==> config.mk <==
export PLATFORM = sky130hd
export DESIGN_NAME = packet_injector_flat
export DESIGN_NICKNAME = d
export VERILOG_FILES = /design/src/rtl/noc_pkg.sv /design/src/rtl/packet_injector_if.sv /design/src/rtl/flit_counter.sv /design/src/rtl/packet_injector.sv /design/src/flat_wrapper.sv
export SDC_FILE = /design/constraint.sdc
export NUM_CORES = 1
export LEC_CHECK = 0
export ABC_AREA = 1
export BUFFER_PORTS_ARGS = -buffer_cell sky130_fd_sc_hd__buf_2
export CAP_MARGIN = 30
export CORE_MARGIN = 2
export CORE_UTILIZATION = 56
export CTS_BUF_LIST = sky130_fd_sc_hd__clkbuf_16
export CTS_CLUSTER_DIAMETER = 40
export DETAILED_ROUTE_END_ITERATION = 8
export GPL_TIMING_DRIVEN = 0
export PLACE_DENSITY = 0.85
export SLEW_MARGIN = 20
export SYNTH_ARGS = -nofsm -noshare
export SYNTH_HDL_FRONTEND = slang
export SYNTH_SLANG_ARGS = --single-unit
==> constraint.sdc <==
create_clock -name clk -period 3.2 [get_ports clk]
set_input_delay 0.64 -clock clk [delete_from_list [all_inputs] [get_ports clk]]
set_output_delay 0.64 -clock clk [all_outputs]
set_load 0.02 [all_outputs]
==> src/rtl/noc_pkg.sv <==
// Shared NoC definitions: flit encodings, length width, injector FSM states
// and small helpers used by the injector, arbiter and timer.
package noc_pkg;

  // Packet length field width; matches the arbiter timer length port.
  localparam int NOC_LEN_W = 12;

  typedef logic [2:0] flit_id_t;

  localparam flit_id_t FLIT_IDLE = 3'b000;
  localparam flit_id_t FLIT_HEAD = 3'b001;
  localparam flit_id_t FLIT_BODY = 3'b010;
  localparam flit_id_t FLIT_TAIL = 3'b100;

  typedef enum logic [1:0] {
    ST_IDLE    = 2'd0,
    ST_REQ     = 2'd1,
    ST_HEAD    = 2'd2,
    ST_PAYLOAD = 2'd3
  } inj_state_e;

  // Increment an 8-bit counter, sticking at 255 instead of wrapping.
  function automatic logic [7:0] sat_inc8(input logic [7:0] val);
    logic [7:0] res;
    if (val == 8'hFF) begin
      res = val;
    end else begin
      res = val + 8'd1;
    end
    return res;
  endfunction

endpackage

==> src/rtl/packet_injector_if.sv <==
// Bundle of descriptor, payload, arbiter and flit signals of the injector.
// slave is the injector side, master is the side that feeds and observes it.
interface packet_injector_if
  import noc_pkg::*;
#(
  parameter int DATA_W = 32,
  parameter int LEN_W  = NOC_LEN_W
);

  logic              desc_valid;
  logic [LEN_W-1:0]  desc_len;
  logic              desc_ready;
  logic              data_valid;
  logic [DATA_W-1:0] data_in;
  logic              data_ready;
  logic              grant;
  logic              req;
  logic              flit_valid;
  flit_id_t          flit_id;
  logic [LEN_W-1:0]  length;
  logic [DATA_W-1:0] flit_data;
  logic              pkt_done;
  logic [7:0]        preempt_cnt;

  modport master (
    output desc_valid, desc_len, data_valid, data_in, grant,
    input  desc_ready, data_ready, req, flit_valid, flit_id, length,
           flit_data, pkt_done, preempt_cnt
  );

  modport slave (
    input  desc_valid, desc_len, data_valid, data_in, grant,
    output desc_ready, data_ready, req, flit_valid, flit_id, length,
           flit_data, pkt_done, preempt_cnt
  );

endinterface

==> src/rtl/flit_counter.sv <==
// Loadable down-counter tracking the payload flits still to be sent.
// is_last flags the final flit so the injector can tag it as tail.
module flit_counter
  import noc_pkg::*;
#(
  parameter int LEN_W = NOC_LEN_W
) (
  input  logic             clk,
  input  logic             rst,
  input  logic             load,
  input  logic [LEN_W-1:0] load_val,
  input  logic             dec,
  output logic [LEN_W-1:0] cnt,
  output logic             is_last
);

  logic [LEN_W-1:0] cnt_r;

  // Load on descriptor acceptance, count down once per payload flit.
  always_ff @(posedge clk or negedge rst) begin
    if (!rst) begin
      cnt_r <= '0;
    end else if (load) begin
      cnt_r <= load_val;
    end else if (dec && (cnt_r != '0)) begin
      cnt_r <= cnt_r - LEN_W'(1);
    end else begin
      cnt_r <= cnt_r;
    end
  end

  assign cnt     = cnt_r;
  assign is_last = (cnt_r == LEN_W'(1));

endmodule

==> src/rtl/packet_injector.sv <==
// Packet injector: takes a length descriptor, requests the arbiter, and
// emits a header flit followed by N payload flits (last one tagged tail).
// Grant loss mid-packet pauses the stream and is counted; flits resume
// at the next unsent payload word without resending the header.
module packet_injector
  import noc_pkg::*;
#(
  parameter int DATA_W = 32,
  parameter int LEN_W  = NOC_LEN_W
) (
  input logic              clk,
  input logic              rst,
  packet_injector_if.slave bus
);

  inj_state_e        state_r;
  logic              desc_ready_r;
  logic              req_r;
  logic              flit_valid_r;
  flit_id_t          flit_id_r;
  logic [DATA_W-1:0] flit_data_r;
  logic [LEN_W-1:0]  length_r;
  logic              pkt_done_r;
  logic [7:0]        preempt_r;
  logic [LEN_W-1:0]  len_q_r;
  logic              grant_q_r;

  logic              accept_s;
  logic              in_pkt_s;
  logic              data_ready_s;
  logic              hs_s;
  logic              drop_s;
  logic [LEN_W-1:0]  remaining_s;
  logic              is_last_s;

  assign accept_s     = bus.desc_valid && desc_ready_r && (state_r == ST_IDLE);
  assign in_pkt_s     = (state_r == ST_PAYLOAD) || (state_r == ST_HEAD);
  assign data_ready_s = in_pkt_s && bus.grant;
  assign hs_s         = data_ready_s && bus.data_valid;
  // A preemption is a falling edge of grant while a packet is in flight.
  assign drop_s       = in_pkt_s && !bus.grant && grant_q_r;

  flit_counter #(.LEN_W(LEN_W)) u_cnt (
    .clk      (clk),
    .rst      (rst),
    .load     (accept_s),
    .load_val (bus.desc_len),
    .dec      (hs_s),
    .cnt      (remaining_s),
    .is_last  (is_last_s)
  );

  // Injector FSM with all flit/handshake outputs registered.
  always_ff @(posedge clk or negedge rst) begin
    if (!rst) begin
      state_r      <= ST_IDLE;
      desc_ready_r <= 1'b0;
      req_r        <= 1'b0;
      flit_valid_r <= 1'b0;
      flit_id_r    <= FLIT_IDLE;
      flit_data_r  <= '0;
      length_r     <= '0;
      pkt_done_r   <= 1'b0;
      preempt_r    <= 8'd0;
      len_q_r      <= '0;
      grant_q_r    <= 1'b0;
    end else begin
      flit_valid_r <= 1'b0;
      flit_id_r    <= FLIT_IDLE;
      flit_data_r  <= '0;
      pkt_done_r   <= 1'b0;
      grant_q_r    <= bus.grant;
      if (drop_s) begin
        preempt_r <= sat_inc8(preempt_r);
      end else begin
        preempt_r <= preempt_r;
      end
      case (state_r)
        ST_IDLE: begin
          // desc_ready rises one cycle after entering IDLE, so no descriptor
          // is taken in the cycle that shows the tail flit.
          if (accept_s) begin
            len_q_r      <= bus.desc_len;
            desc_ready_r <= 1'b0;
            req_r        <= 1'b1;
            state_r      <= ST_REQ;
          end else begin
            desc_ready_r <= 1'b1;
            state_r      <= ST_IDLE;
          end
        end
        ST_REQ: begin
          if (bus.grant) begin
            flit_valid_r <= 1'b1;
            flit_id_r    <= FLIT_HEAD;
            flit_data_r  <= DATA_W'(len_q_r);
            length_r     <= len_q_r;
            if (len_q_r == '0) begin
              pkt_done_r <= 1'b1;
              req_r      <= 1'b0;
              state_r    <= ST_IDLE;
            end else begin
              state_r    <= ST_PAYLOAD;
            end
          end else begin
            state_r <= ST_REQ;
          end
        end
        ST_HEAD, ST_PAYLOAD: begin
          if (hs_s) begin
            flit_valid_r <= 1'b1;
            flit_data_r  <= bus.data_in;
            if (is_last_s) begin
              flit_id_r  <= FLIT_TAIL;
              pkt_done_r <= 1'b1;
              req_r      <= 1'b0;
              state_r    <= ST_IDLE;
            end else begin
              flit_id_r  <= FLIT_BODY;
              state_r    <= ST_PAYLOAD;
            end
          end else if (!bus.grant && (remaining_s == len_q_r)) begin
            // Preempted before the first payload word left.
            state_r <= ST_HEAD;
          end else begin
            state_r <= state_r;
          end
        end
        default: begin
          desc_ready_r <= 1'b0;
          req_r        <= 1'b0;
          state_r      <= ST_IDLE;
        end
      endcase
    end
  end

  assign bus.desc_ready  = desc_ready_r;
  assign bus.data_ready  = data_ready_s;
  assign bus.req         = req_r;
  assign bus.flit_valid  = flit_valid_r;
  assign bus.flit_id     = flit_id_r;
  assign bus.flit_data   = flit_data_r;
  assign bus.length      = length_r;
  assign bus.pkt_done    = pkt_done_r;
  assign bus.preempt_cnt = preempt_r;

endmodule

==> src/flat_wrapper.sv <==
// flat-port wrapper written by rule: the top's interface ports become plain ports
module packet_injector_flat import noc_pkg::*;
#(
  parameter int DATA_W = 32,
  parameter int LEN_W  = NOC_LEN_W
)
  (clk, rst, bus_desc_valid, bus_desc_len, bus_data_valid, bus_data_in, bus_grant, bus_desc_ready, bus_data_ready, bus_req, bus_flit_valid, bus_flit_id, bus_length, bus_flit_data, bus_pkt_done, bus_preempt_cnt);
  packet_injector_if #(.DATA_W(DATA_W), .LEN_W(LEN_W)) bus_i ();
  input logic clk;
  input logic rst;
  input wire logic [$bits(bus_i.desc_valid)-1:0] bus_desc_valid;
  input wire logic [$bits(bus_i.desc_len)-1:0] bus_desc_len;
  input wire logic [$bits(bus_i.data_valid)-1:0] bus_data_valid;
  input wire logic [$bits(bus_i.data_in)-1:0] bus_data_in;
  input wire logic [$bits(bus_i.grant)-1:0] bus_grant;
  output wire logic [$bits(bus_i.desc_ready)-1:0] bus_desc_ready;
  output wire logic [$bits(bus_i.data_ready)-1:0] bus_data_ready;
  output wire logic [$bits(bus_i.req)-1:0] bus_req;
  output wire logic [$bits(bus_i.flit_valid)-1:0] bus_flit_valid;
  output wire logic [$bits(bus_i.flit_id)-1:0] bus_flit_id;
  output wire logic [$bits(bus_i.length)-1:0] bus_length;
  output wire logic [$bits(bus_i.flit_data)-1:0] bus_flit_data;
  output wire logic [$bits(bus_i.pkt_done)-1:0] bus_pkt_done;
  output wire logic [$bits(bus_i.preempt_cnt)-1:0] bus_preempt_cnt;
  assign bus_i.desc_valid = bus_desc_valid;
  assign bus_i.desc_len = bus_desc_len;
  assign bus_i.data_valid = bus_data_valid;
  assign bus_i.data_in = bus_data_in;
  assign bus_i.grant = bus_grant;
  assign bus_desc_ready = bus_i.desc_ready;
  assign bus_data_ready = bus_i.data_ready;
  assign bus_req = bus_i.req;
  assign bus_flit_valid = bus_i.flit_valid;
  assign bus_flit_id = bus_i.flit_id;
  assign bus_length = bus_i.length;
  assign bus_flit_data = bus_i.flit_data;
  assign bus_pkt_done = bus_i.pkt_done;
  assign bus_preempt_cnt = bus_i.preempt_cnt;
  packet_injector #(.DATA_W(DATA_W), .LEN_W(LEN_W)) u_core (.clk(clk), .rst(rst), .bus(bus_i));
endmodule
# ---- Word-level counts from Yosys, hierarchy flattened
# Index checks and enable logic that the tools add are counted.
dict set report word_totals {
  regBits 86
  in_bits 49
}
dict set report classes {
  bitwise_logic 1
  eq_ne 12
  muxes 31
  n_reduce_logical 19
  add_sub_neg 2
}
# op count
set op_table {}
lappend op_table {{$pmux W32 S2} 1}
lappend op_table {{$mux W12} 3}
lappend op_table {{$mux W32} 1}
lappend op_table {{$mux W1} 14}
lappend op_table {{$eq A12 B1 Y1 const B} 1}
lappend op_table {{$eq A12 B12 Y1} 1}
lappend op_table {{$logic_not A12 Y1} 1}
lappend op_table {{$reduce_bool A12 Y1} 1}
lappend op_table {{$sub A12 B1 Y12 const B} 1}
lappend op_table {{$mux W2} 5}
lappend op_table {{$add A8 B1 Y8 const B} 1}
lappend op_table {{$eq A8 B8 Y1 const B} 1}
lappend op_table {{$logic_and A1 B1 Y1} 8}
lappend op_table {{$mux W3} 2}
lappend op_table {{$ne A2 B1 Y1 const B} 3}
lappend op_table {{$pmux W2 S3} 1}
lappend op_table {{$pmux W3 S2} 1}
lappend op_table {{$reduce_and A2 Y1} 3}
lappend op_table {{$reduce_and A5 Y1} 1}
lappend op_table {{$eq A2 B2 Y1 const B} 2}
lappend op_table {{$ne A2 B2 Y1 const B} 2}
lappend op_table {{$pmux W1 S2} 2}
lappend op_table {{$ne A3 B2 Y1 const B} 1}
lappend op_table {{$pmux W1 S3} 1}
lappend op_table {{7 further kinds} 7}

# ---- Longest topological paths before layout
# Gate-level depths: netlist (run 1).
dict set report depth {
  word_depth 7
  depth_mapped 11
  ltp_nobuf 11
}

# ---- Cells and area by module
# A second synthesis (run 1) with hierarchy kept.
dict set report unflattened {
  hier_cells 500
  area_unflattened_um2 3951.3
}
# module area_per_inst_um2 n_inst cells_each
set modules_own_cells {}
lappend modules_own_cells {packet_injector 3059.2 1 358}
lappend modules_own_cells {flit_counter 892.1 1 142}

# ---- Worst setup path after synthesis (run 1)
# Ideal clock, no wire load.
dict set report synth_path {
  path_kind {input to register}
  start {input port bus_desc_valid}
  end {register u_core.u_cnt.cnt_r[3], in the netlist u_core.u_cnt.cnt[3]}
  slack_ns 1.683
  path_buffers 1
  arrival_time_ns 1.394
  path_stages 6
  path_cell_list {nand2_1 nor2_8 inv_4 buf_4 a21oi_1 a21oi_2}
}
dict set report synth_between {
  elab_chain_len 3
}
# item line
set synth_lines {}
lappend synth_lines {{start, declared} flat_wrapper.sv:11} ;# input wire logic [$bits(bus_i.desc_valid)-1:0] bus_desc_valid;
lappend synth_lines {{$logic_and A1 B1 Y1 * (2 in series)} packet_injector.sv:36} ;# assign accept_s = bus.desc_valid && desc_ready_r && (state_r == ST_IDLE);
lappend synth_lines {{$mux W12 or $reduce_bool A2 Y1 (tied branches)} n/a}
lappend synth_lines {{end signal, assigned} flit_counter.sv:24} ;# cnt_r <= load_val;
lappend synth_lines {{end signal, assigned} flit_counter.sv:26} ;# cnt_r <= cnt_r - LEN_W'(1);
lappend synth_lines {{end signal, assigned} flit_counter.sv:28} ;# cnt_r <= cnt_r;
lappend synth_lines {{end, declared} flit_counter.sv:17} ;# logic [LEN_W-1:0] cnt_r;
# Mark *: on every way between the ends. The rest lies on a longest branch, timed or not.
# A chain may end at the register's enable or synchronous reset.

# ---- Worst setup path after layout (run 1)
dict set report layout_path {
  start {register u_core.state_r[1]}
  end {output port bus_data_ready}
}
dict set report layout_between {
  elab_chain_len 3
}
# item line
set layout_lines {}
lappend layout_lines {{start, declared} packet_injector.sv:16} ;# inj_state_e state_r;
lappend layout_lines {{start signal, assigned} packet_injector.sv:126} ;# state_r <= state_r;
lappend layout_lines {{$eq A2 B2 Y1} packet_injector.sv:37} ;# assign in_pkt_s = (state_r == ST_PAYLOAD) || (state_r == ST_HEAD);
lappend layout_lines {{$logic_or A1 B1 Y1 *} packet_injector.sv:37}
lappend layout_lines {{$logic_and A1 B1 Y1 *} packet_injector.sv:38} ;# assign data_ready_s = in_pkt_s && bus.grant;
lappend layout_lines {{end, declared} flat_wrapper.sv:17} ;# output wire logic [$bits(bus_i.data_ready)-1:0] bus_data_ready;
# Marks and branches as above.

==> impl_metrics.env, run 1 <==
export IMPL_run_status="finished, final reports clean"
export IMPL_relSlewSlack=0.723
export IMPL_min_path_type="in2async"
export IMPL_final_common_cell="nand2_1"
export IMPL_overflow=0
export IMPL_cp_start_kind="flip-flop"
export IMPL_finalNetCount=647
export IMPL_power_density_nw_per_um2=593
export IMPL_syn_area_per_cell_sq_um=8.25
export IMPL_place_gp_congestion=0.874
export IMPL_yosysSeqAreaShare=0.550
export IMPL_cap_violations=0
export IMPL_grt_pass1_vias=3105
export IMPL_clkTransAtPathRegs_ns=0.06
export IMPL_tightest_slew_ns=0.413
export IMPL_ys_types=31
export IMPL_die_area_sq_um=7670
export IMPL_crit_path_end_kind="output pin"
export IMPL_die_h_um=87.6
export IMPL_mostFrequentLayoutCells="nand2_1, buf_2, dfrtp_1, inv_1, nor2_1"
export IMPL_rsz0062_at_grt="false"
export IMPL_h_tree_depth=3
export IMPL_peakVddDrop_mv=0.326
export IMPL_yosys_warnings=0
export IMPL_cts_sinks=86
export IMPL_cp_required_ns=2.56
export IMPL_crit_type="reg2out"
export IMPL_grt_max_degree=63
export IMPL_path_cells="nand2_1, inv_2, buf_2"
export IMPL_crit_path_top_delay_cell="dfrtp_1"
export IMPL_cts_hold_buf=0
export IMPL_critical_path_max_stage_delay_ns=0.47
export IMPL_setup_viol_count_final=0
export IMPL_dp_hpwl_um=6740
export IMPL_period_minus_slack_ns=1.79
export IMPL_clk_latency_ns=0.34
export IMPL_grt_usage=0.246
export IMPL_area_growth_pct=25.9
export IMPL_wl_um=9270
export IMPL_cts_buffers=9
export IMPL_n_antenna_cell=0
export IMPL_finalClockSkew_ns=0.00804
export IMPL_ys_seq_elements=86
export IMPL_leakage_nw=2.90
export IMPL_synth_nets=527
export IMPL_critical_path_top_delay_family="flip-flops"
export IMPL_path_max_fanout=7
export IMPL_clk_root_buffer_cell="clkbuf_16"
export IMPL_drt_antenna_violating_nets=0
export IMPL_drtPass1Iterations=4
export IMPL_drt_iter0_drc=216
export IMPL_die_w_um=87.6
export IMPL_drc=0
export IMPL_port_buffers=108
export IMPL_avgRoutedWirePerCell_um=13.3
export IMPL_synthCells=474
export IMPL_slew_violations=0
export IMPL_post_cts_setup_buffer_count=0
export IMPL_grt_pass1_wl_um=14600
export IMPL_drive_gt1_frac=0.255
export IMPL_io_pins=109
export IMPL_finalCritPeriodShare=0.560
export IMPL_cts_buffer_depth=2
export IMPL_rows=30
export IMPL_start_util=0.576
export IMPL_vias=3437
export IMPL_coreArea_sq_um=6790
export IMPL_fmax_mhz=558
export IMPL_hold_slack_ns=0.219
export IMPL_cts_tree="yes"
export IMPL_hold_viol_final=0
export IMPL_crit_buf_inv=2
export IMPL_netlist_area_sq_um=3910
export IMPL_vias_per_cell=4.95
export IMPL_tns_ns=0
export IMPL_arrival_ns=1.15
export IMPL_antenna_found_initial=0
export IMPL_cts_resized=0
## through the flow
stage                     setup slack (ns)  area [sq um]  total power [W]  utilization  std cells
final                                 1.41          4920          0.00292        0.725        695
after detailed placement              1.43          4600          0.00181        0.678        679
after global routing                  1.32          4920          0.00305        0.725        695
after global placement               0.839          4570          0.00179        0.673        678
after CTS                             1.39          4920          0.00292        0.725        695
after floorplan                       1.68          3910          0.00163            -        474
## layer usage
layer	wire length, um	global-route usage
met4	207	0.102
met1	3840	0.336
met3	577	0.0273
met2	4640	0.404
met5	0	0
## cell usage after synthesis
library cell  instances  area share
a21oi_1               8       0.010
a21oi_2               2      0.0045
buf_2                 5      0.0064
buf_4                 1      0.0019
buf_6                 1      0.0029
clkbuf_1              2      0.0019
clkinv_4              1      0.0022
dfrtp_1              86        0.55
ha_1                  4       0.013
inv_1                59       0.057
inv_2                 2      0.0019
inv_4                 1      0.0016
nand2_1             167        0.16
nand2_2               2      0.0032
nand2_4               3      0.0086
nand3_1              18       0.023
nand3b_1              1      0.0019
nand4_1               2      0.0032
nor2_1               55       0.053
nor2_2                5      0.0080
nor2_4                1      0.0029
nor2_8                1      0.0051
nor3_1                3      0.0038
o211ai_1              1      0.0019
o21ai_0              22       0.028
o21ai_1               1      0.0013
o21ai_2               4      0.0090
o21bai_1              4      0.0077
o22ai_1               1      0.0016
xnor2_1               6       0.013
xor2_1                5       0.011
## worst register-to-register path, cell delays in order, from the launching register on
cell     delay [ns]
dfrtp_1        0.43
inv_1          0.16
ha_1           0.17
nand2_1        0.05
nor2_1         0.11
nand2_1        0.09
nand2_4        0.11
nand2_4        0.11
buf_6          0.17
nand2_1        0.08
o21ai_2        0.05
## power breakdown
| part | internal (W) | switching (W) |
|---|---|---|
| Clock | 0.000688 | 0.000431 |
| Sequential | 0.00117 | 0.0000926 |
| Combinational | 0.000200 | 0.000335 |
## sequential cells by signal, summed over array words and instances (netlist names), 2 cells and up
signal / cells
u_core.bus.length: 12
u_core.state_r: 2
u_core.len_q_r: 12
u_core.bus.preempt_cnt: 8
u_core.bus.flit_data: 32
u_core.u_cnt.cnt: 12
u_core.bus.flit_id: 3
## path summary, 6_finish.rpt
| check | to | cells after the start | slack, ns | from |
|---|---|---|---|---|
| max | bus_data_ready | 3 | 1.41 | u_core.state_r[1]$_DFFE_PN0P_ |
| min | u_core.bus.flit_data[10]$_DFF_PN0_ | 1 | 0.22 | rst |
| max reg2reg | u_core.u_cnt.cnt[2]$_DFFE_PN0P_ | 10 | 1.57 | u_core.u_cnt.cnt[0]$_DFFE_PN0P_ |
| min reg2reg | u_core.bus.length[10]$_DFFE_PN0N_ | 2 | 0.48 | u_core.bus.length[10]$_DFFE_PN0N_ |
| max in group asynchronous | u_core.bus.flit_data[21]$_DFF_PN0_ | 2 | 2.38 | rst |
| min in group clk | u_core.bus.length[10]$_DFFE_PN0N_ | 2 | 0.48 | u_core.bus.length[10]$_DFFE_PN0N_ |
## area by class of cell
| type | instances | area, sq um |
|---|---|---|
| sequential | 86 | 2150 |
| fill | 492 | 1870 |
| multi-input combinational | 316 | 1470 |
| timing repair buffer | 109 | 571 |
| inverter | 63 | 244 |
| clock buffer | 9 | 225 |
| tap | 96 | 120 |
| clock inverter | 7 | 96.3 |
| buffer | 9 | 51.3 |
## cells by family after synthesis
| group | Yosys count | synth area share |
|---|---|---|
| and+or+nand+nor | 258 | 0.273 |
| DFF | 86 | 0.550 |
| buffers and inverters | 72 | 0.0755 |
| AOI/OAI and AO/OA | 43 | 0.0643 |
| xor gates and xnor gates | 11 | 0.0246 |
| adders and majority gates | 4 | 0.0128 |
Power figures use the tool's default switching activity.
==> run 2, diff against run 1 <==
- CORE_UTILIZATION: 56 -> 47
- PLACE_DENSITY: 0.85 -> 0.76
- clock period: 3.2 -> 1.4 ns (I/O delays scaled with it)
==> impl_metrics.env, run 2 (synthesis results as in run 1) <==
export IMPL_min_path_type="in2reg"
export IMPL_peakVddDrop_mv=0.685
export IMPL_path_cells="inv_2, ha_4, nand2_2, nor2_1, nand2_1, nand2_4, nand2_8, buf_6, nand2_1, nand2_1, nand2_1, inv_1"
export IMPL_mostFrequentLayoutCells="nand2_1, buf_2, dfrtp_1, inv_1, nor2_1"
export IMPL_h_tree_depth=3
export IMPL_rsz0062_at_grt="true"
export IMPL_io_pins=109
export IMPL_n_fill_cell=635
export IMPL_fin_area_sq_um=5410
export IMPL_critical_path_max_stage_delay_ns=0.39
export IMPL_cap_violations=0
export IMPL_overflow=0
export IMPL_arrival_ns=1.81
export IMPL_cp_required_ns=1.63
export IMPL_hold_slack_ns=0.139
export IMPL_fmax_mhz=633
export IMPL_clk_root_buffer_cell="clkbuf_16"
export IMPL_port_buffers=108
export IMPL_clk_latency_ns=0.34
export IMPL_n_antenna_cell=0
export IMPL_crit_type="reg2reg"
export IMPL_vias_per_cell=4.96
export IMPL_slew_violations=0
export IMPL_coreArea_sq_um=8130
export IMPL_cts_tree="yes"
export IMPL_finalClockSkew_ns=0.00663
export IMPL_multi_input_area_sq_um=1650
export IMPL_leakage_nw=3.10
export IMPL_run_status="finished, violations left"
export IMPL_hold_viol_final=0
export IMPL_critical_path_top_delay_family="simple AND/OR/NAND/NOR gates"
export IMPL_cp_start_kind="flip-flop"
export IMPL_start_util=0.481
export IMPL_rows=33
export IMPL_clkTransAtPathRegs_ns=0.06
export IMPL_final_seq_area_sq_um=2160
export IMPL_path_depth=12
export IMPL_largest_reg_flops=32
export IMPL_cts_sinks=86
export IMPL_power_w=0.00700
export IMPL_whs_path_depth=1
export IMPL_avgRoutedWirePerCell_um=14.4
export IMPL_period_minus_slack_ns=1.58
export IMPL_finalNetCount=683
export IMPL_wl_um=10700
export IMPL_place_gp_congestion=0.935
export IMPL_finalCritPeriodShare=1.13
export IMPL_setup_viol_count_final=14
export IMPL_violations="setup timing"
export IMPL_die_w_um=95.2
export IMPL_drt_iter0_drc=224
export IMPL_grt_max_degree=48
export IMPL_final_common_cell="nand2_1"
export IMPL_drtPass1Iterations=5
export IMPL_area_growth_pct=38.2
export IMPL_setup_ws_ns=-0.181
export IMPL_cp_common_cell="nand2_1"
export IMPL_drive_gt1_frac=0.359
export IMPL_dp_hpwl_um=7110
export IMPL_tightest_slew_ns=0.584
export IMPL_grt_pass1_wl_um=16100
export IMPL_place_ws_ns=-0.175
export IMPL_vias=3672
export IMPL_crit_buf_inv=3
export IMPL_crit_path_top_delay_cell="dfrtp_1"
export IMPL_fin_cells=740
export IMPL_power_density_nw_per_um2=1290
export IMPL_drc=0
export IMPL_drt_antenna_violating_nets=0
export IMPL_relSlewSlack=0.610
export IMPL_path_max_fanout=6
export IMPL_grt_pass1_vias=3385
export IMPL_dp_cells=688
export IMPL_crit_path_end_kind="flip-flop"
export IMPL_die_h_um=95.2
export IMPL_cts_buffers=9
export IMPL_cts_buffer_depth=2
export IMPL_antenna_found_initial=0
export IMPL_ff2ff_path_depth=12
export IMPL_die_area_sq_um=9070
export IMPL_postPlaceCellArea_sq_um=4610
export IMPL_grt_usage=0.233
-- run 2: changes by cell type in the layout (fill, tap and decap cells not counted), sizes merged --
cell         before  now
buf             116  150
bufinv            2    0
clkbuf           11   12
clkinvlp          1    2
dlygate4sd3       0    1
inv              64   65
-- run 2: report_power, final --
group	internal [W]	switching [W]
clock	0.00121	0.000997
combinational	0.000812	0.00106
sequential	0.00270	0.000217
-- run 2: per-layer routing --
layer / wire length [um] / vias up / GRT usage / share of wire
li1: - / 1761 / - / -
met1: 4360 / 1704 / 0.302 / 0.41
met4: 292 / 0 / 0.115 / 0.027
met2: 5100 / 179 / 0.380 / 0.48
met5: 0 / - / 0 / 0
met3: 918 / 28 / 0.0379 / 0.086
-- run 2: worst paths after layout --
| kind | from | end | slack, ns |
|---|---|---|---|
| worst max-delay path | u_core.u_cnt.cnt[1]$_DFFE_PN0P_ | u_core.u_cnt.cnt[9]$_DFFE_PN0P_ | -0.18 |
| worst min-delay path | bus_grant | u_core.grant_q_r$_DFF_PN0_ | 0.14 |
| worst max register to register | u_core.u_cnt.cnt[1]$_DFFE_PN0P_ | u_core.u_cnt.cnt[9]$_DFFE_PN0P_ | -0.18 |
| worst min register to register | u_core.bus.length[9]$_DFFE_PN0N_ | u_core.bus.length[9]$_DFFE_PN0N_ | 0.48 |
| max in group asynchronous | rst | u_core.u_cnt.cnt[5]$_DFFE_PN0P_ | 0.27 |
| min in group asynchronous | rst | u_core.bus.flit_data[24]$_DFF_PN0_ | 0.50 |
-- run 2: area by class of cell --
cell class / count / share of cell area
inverters: 63 / 0.0465
flip-flops and latches: 86 / 0.399
well taps: 105 / 0.0243
multi-input cells: 316 / 0.305
clock inverters: 7 / 0.00925
repair buffers: 145 / 0.160
clock buffers: 9 / 0.0416
plain buffers: 9 / 0.0136
-- run 2: what timing repair did --
| item | CTS | global route |
|---|---|---|
| endpoints found under the hold margin | 46 | 0 |
| pin swaps | 11 | 10 |
| hold buffers | 1 | 0 |
| gates resized for setup | 34 | 34 |
| setup buffers | 26 | 8 |
| endpoints found under the setup margin | 40 | 51 |
| gates cloned | 1 | 0 |
-- run 2: through the flow --
stage               TNS, ns  utilization
global route          -2.72        0.665
CTS                 -0.0784        0.645
global placement     -56.49        0.564
floorplan                 0            -
finish                -1.62        0.665
detailed placement    -2.74        0.567
-- run 2: worst reg2reg max path: cells and delay by family, from the launching register on --
kind                       cells  cell delay [ns]
buffers and inverters          3             0.27
adders and majority gates      1             0.14
and+or+nand+nor                8             0.69
DFF                            1             0.39
==> run 3, diff against run 2 <==
- CORE_UTILIZATION: 47 -> 52
- PLACE_DENSITY: 0.76 -> 0.8
- REMOVE_ABC_BUFFERS: unset -> 1
- SKIP_LAST_GASP: unset -> 1
- clock period: 1.4 -> 1.5 ns (I/O delays scaled with it)
==> impl_metrics.env, run 3 (synthesis results as in run 1) <==
export IMPL_setup_ws_ns=-0.0403
export IMPL_crit_path_top_delay_cell="dfrtp_1"
export IMPL_power_w=0.00629
export IMPL_ff2ff_path_depth=8
export IMPL_cp_common_cell="nand2_4"
export IMPL_min_path_type="in2reg"
export IMPL_arrival_ns=1.77
export IMPL_final_common_cell="nand2_1"
export IMPL_worstReg2RegStart="u_core.u_cnt.cnt[9]$_DFFE_PN0P_"
export IMPL_cp_required_ns=1.73
export IMPL_area_growth_pct=33.7
export IMPL_r2r_setup_slack_ns=-0.04
export IMPL_p_sw_w=0.00207
export IMPL_rows=31
export IMPL_n_antenna_cell=0
export IMPL_overflow=0
export IMPL_fmax_mhz=649
export IMPL_peakVddDrop_mv=0.659
export IMPL_leakage_nw=3.01
export IMPL_vias_per_cell=5.18
export IMPL_dp_cells=673
export IMPL_critPathCapture="u_core.u_cnt.cnt[0]$_DFFE_PN0P_"
export IMPL_cts_buffer_depth=2
export IMPL_avgRoutedWirePerCell_um=15.4
export IMPL_cp_startpoint="u_core.u_cnt.cnt[9]$_DFFE_PN0P_"
export IMPL_grt_pass1_vias=3427
export IMPL_clkTransAtPathRegs_ns=0.06
export IMPL_h_tree_depth=3
export IMPL_cts_sinks=86
export IMPL_cts_tree="yes"
export IMPL_clk_latency_ns=0.34
export IMPL_setup_viol_count_final=1
export IMPL_die_h_um=90.7
export IMPL_port_buffers=108
export IMPL_internal_power_w=0.00423
export IMPL_antenna_found_initial=0
export IMPL_pwr_share_clk=0.329
export IMPL_grt_usage=0.250
export IMPL_wl_um=11100
export IMPL_drtPass1Iterations=5
export IMPL_grt_pass1_wl_um=16100
export IMPL_comb_power_share=0.235
export IMPL_r2r_end="u_core.u_cnt.cnt[0]$_DFFE_PN0P_"
export IMPL_cts_buffers=9
export IMPL_drive_gt1_frac=0.332
export IMPL_drt_antenna_violating_nets=0
export IMPL_clk_root_buffer_cell="clkbuf_16"
export IMPL_largest_reg_flops=32
export IMPL_drc=0
export IMPL_period_minus_slack_ns=1.54
export IMPL_n_fill_cell=510
export IMPL_switching_share=0.328
export IMPL_violations="setup timing"
export IMPL_vias=3728
export IMPL_p_seq_frac=0.436
export IMPL_cap_violations=0
export IMPL_start_util=0.539
export IMPL_hold_viol_final=0
export IMPL_mostFrequentLayoutCells="nand2_1, buf_2, dfrtp_1, inv_1, nor2_1"
export IMPL_finalNetCount=669
export IMPL_place_gp_congestion=0.917
export IMPL_drt_iter0_drc=271
export IMPL_tightest_slew_ns=0.543
export IMPL_power_density_nw_per_um2=1200
export IMPL_cp_start_kind="flip-flop"
export IMPL_coreArea_sq_um=7250
export IMPL_finalClockSkew_ns=0.00428
export IMPL_die_area_sq_um=8230
export IMPL_grt_max_degree=45
export IMPL_rsz0062_at_grt="true"
export IMPL_critical_path_max_stage_delay_ns=0.43
export IMPL_fin_cells=720
export IMPL_dp_hpwl_um=6710
export IMPL_crit_type="reg2reg"
export IMPL_crit_path_end_kind="flip-flop"
export IMPL_relSlewSlack=0.638
export IMPL_io_pins=109
export IMPL_hold_start="bus_data_in[6]"
export IMPL_finalCritPeriodShare=1.03
export IMPL_path_cells="nor2_2, inv_2, nor2_4, nand2_2, nand2_4, nand2_4, nand2_1, o21ai_2"
export IMPL_die_w_um=90.7
export IMPL_path_max_fanout=9
export IMPL_run_status="finished, violations left"
export IMPL_slew_violations=0
## run 3: cell types whose count changed in the layout (fill, tap and decap cells not counted), moves of 3 or more
cell,change
nand2_2,-4
nor2_2,+4
o21ai_0,+4
o21ai_1,-3
dfrtp_1,+4
buf_6,-4
buf_4,-8
nand2_1,+5
dfrtp_2,-4
## run 3: critical path: cells and delay by family, from the launching register on
kind,cells,cell delay [ns]
compound gates,1,0.08
flops,1,0.43
simple gates,6,0.83
buf+inv,1,0.06
## run 3: worst min-delay path by stage
stage	to	slack (ns)	cells after the start
after floorplan	u_core.bus.desc_ready$_DFFE_PN0N_	0.004	0
after global placement	u_core.bus.length[5]$_DFFE_PN0N_	0.46	2
after detailed placement	u_core.bus.req$_DFFE_PN0P_	0.32	1
after CTS	u_core.bus.flit_data[6]$_DFF_PN0_	0.16	3
after global routing	u_core.bus.flit_data[17]$_DFF_PN0_	0.17	3
final	u_core.bus.flit_data[6]$_DFF_PN0_	0.16	3
## run 3: area by class of cell
type	instances	area (sq um)	area share
clock inverter	7	50.0	0.00957
tap	99	124	0.0237
multi-input combinational	320	1640	0.314
sequential	86	2160	0.412
clock buffer	9	225	0.0431
timing repair buffer	136	772	0.148
inverter	63	263	0.0502
## run 3: repair_timing
action / in CTS / in global routing
resized for setup: 13 / 33
setup endpoints to repair: 45 / 45
cloned: 2 / 2
endpoints found under the hold margin: 42 / 0
buffers inserted: 7 / 19
pin swaps: 3 / 8
hold buffers: 1 / 0
## run 3: through the flow
step	util	TNS [ns]	setup slack [ns]	hold WS, ns	area [sq um]
5_1_grt	0.721	-0.535	-0.0802	0.169	5230
4_1_cts	0.683	-0.0129	-0.0129	0.156	4950
2_1_floorplan	-	-0.0217	-0.0217	0.00441	3860
3_5_place_dp	0.627	-8.86	-0.290	0.323	4550
3_3_place_gp	0.624	-55.11	-0.559	0.461	4530
6_report	0.721	-0.0403	-0.0403	0.159	5230
## run 3: layer usage
metal	track usage	wire, um	vias up
li1	-	-	1737
met1	0.321	4480	1740
met2	0.408	5420	216
met3	0.0467	858	35
met4	0.124	354	0
met5	0	0	-
## run 3: power by group through the flow
stage | clock network [W] | logic (W) | registers, W
after floorplan | 0 | 0.000647 | 0.00283
after global placement | 0 | 0.00110 | 0.00273
after detailed placement | 0 | 0.00113 | 0.00274
after CTS | 0.00209 | 0.00119 | 0.00271
after global routing | 0.00219 | 0.00160 | 0.00276
final | 0.00207 | 0.00148 | 0.00274
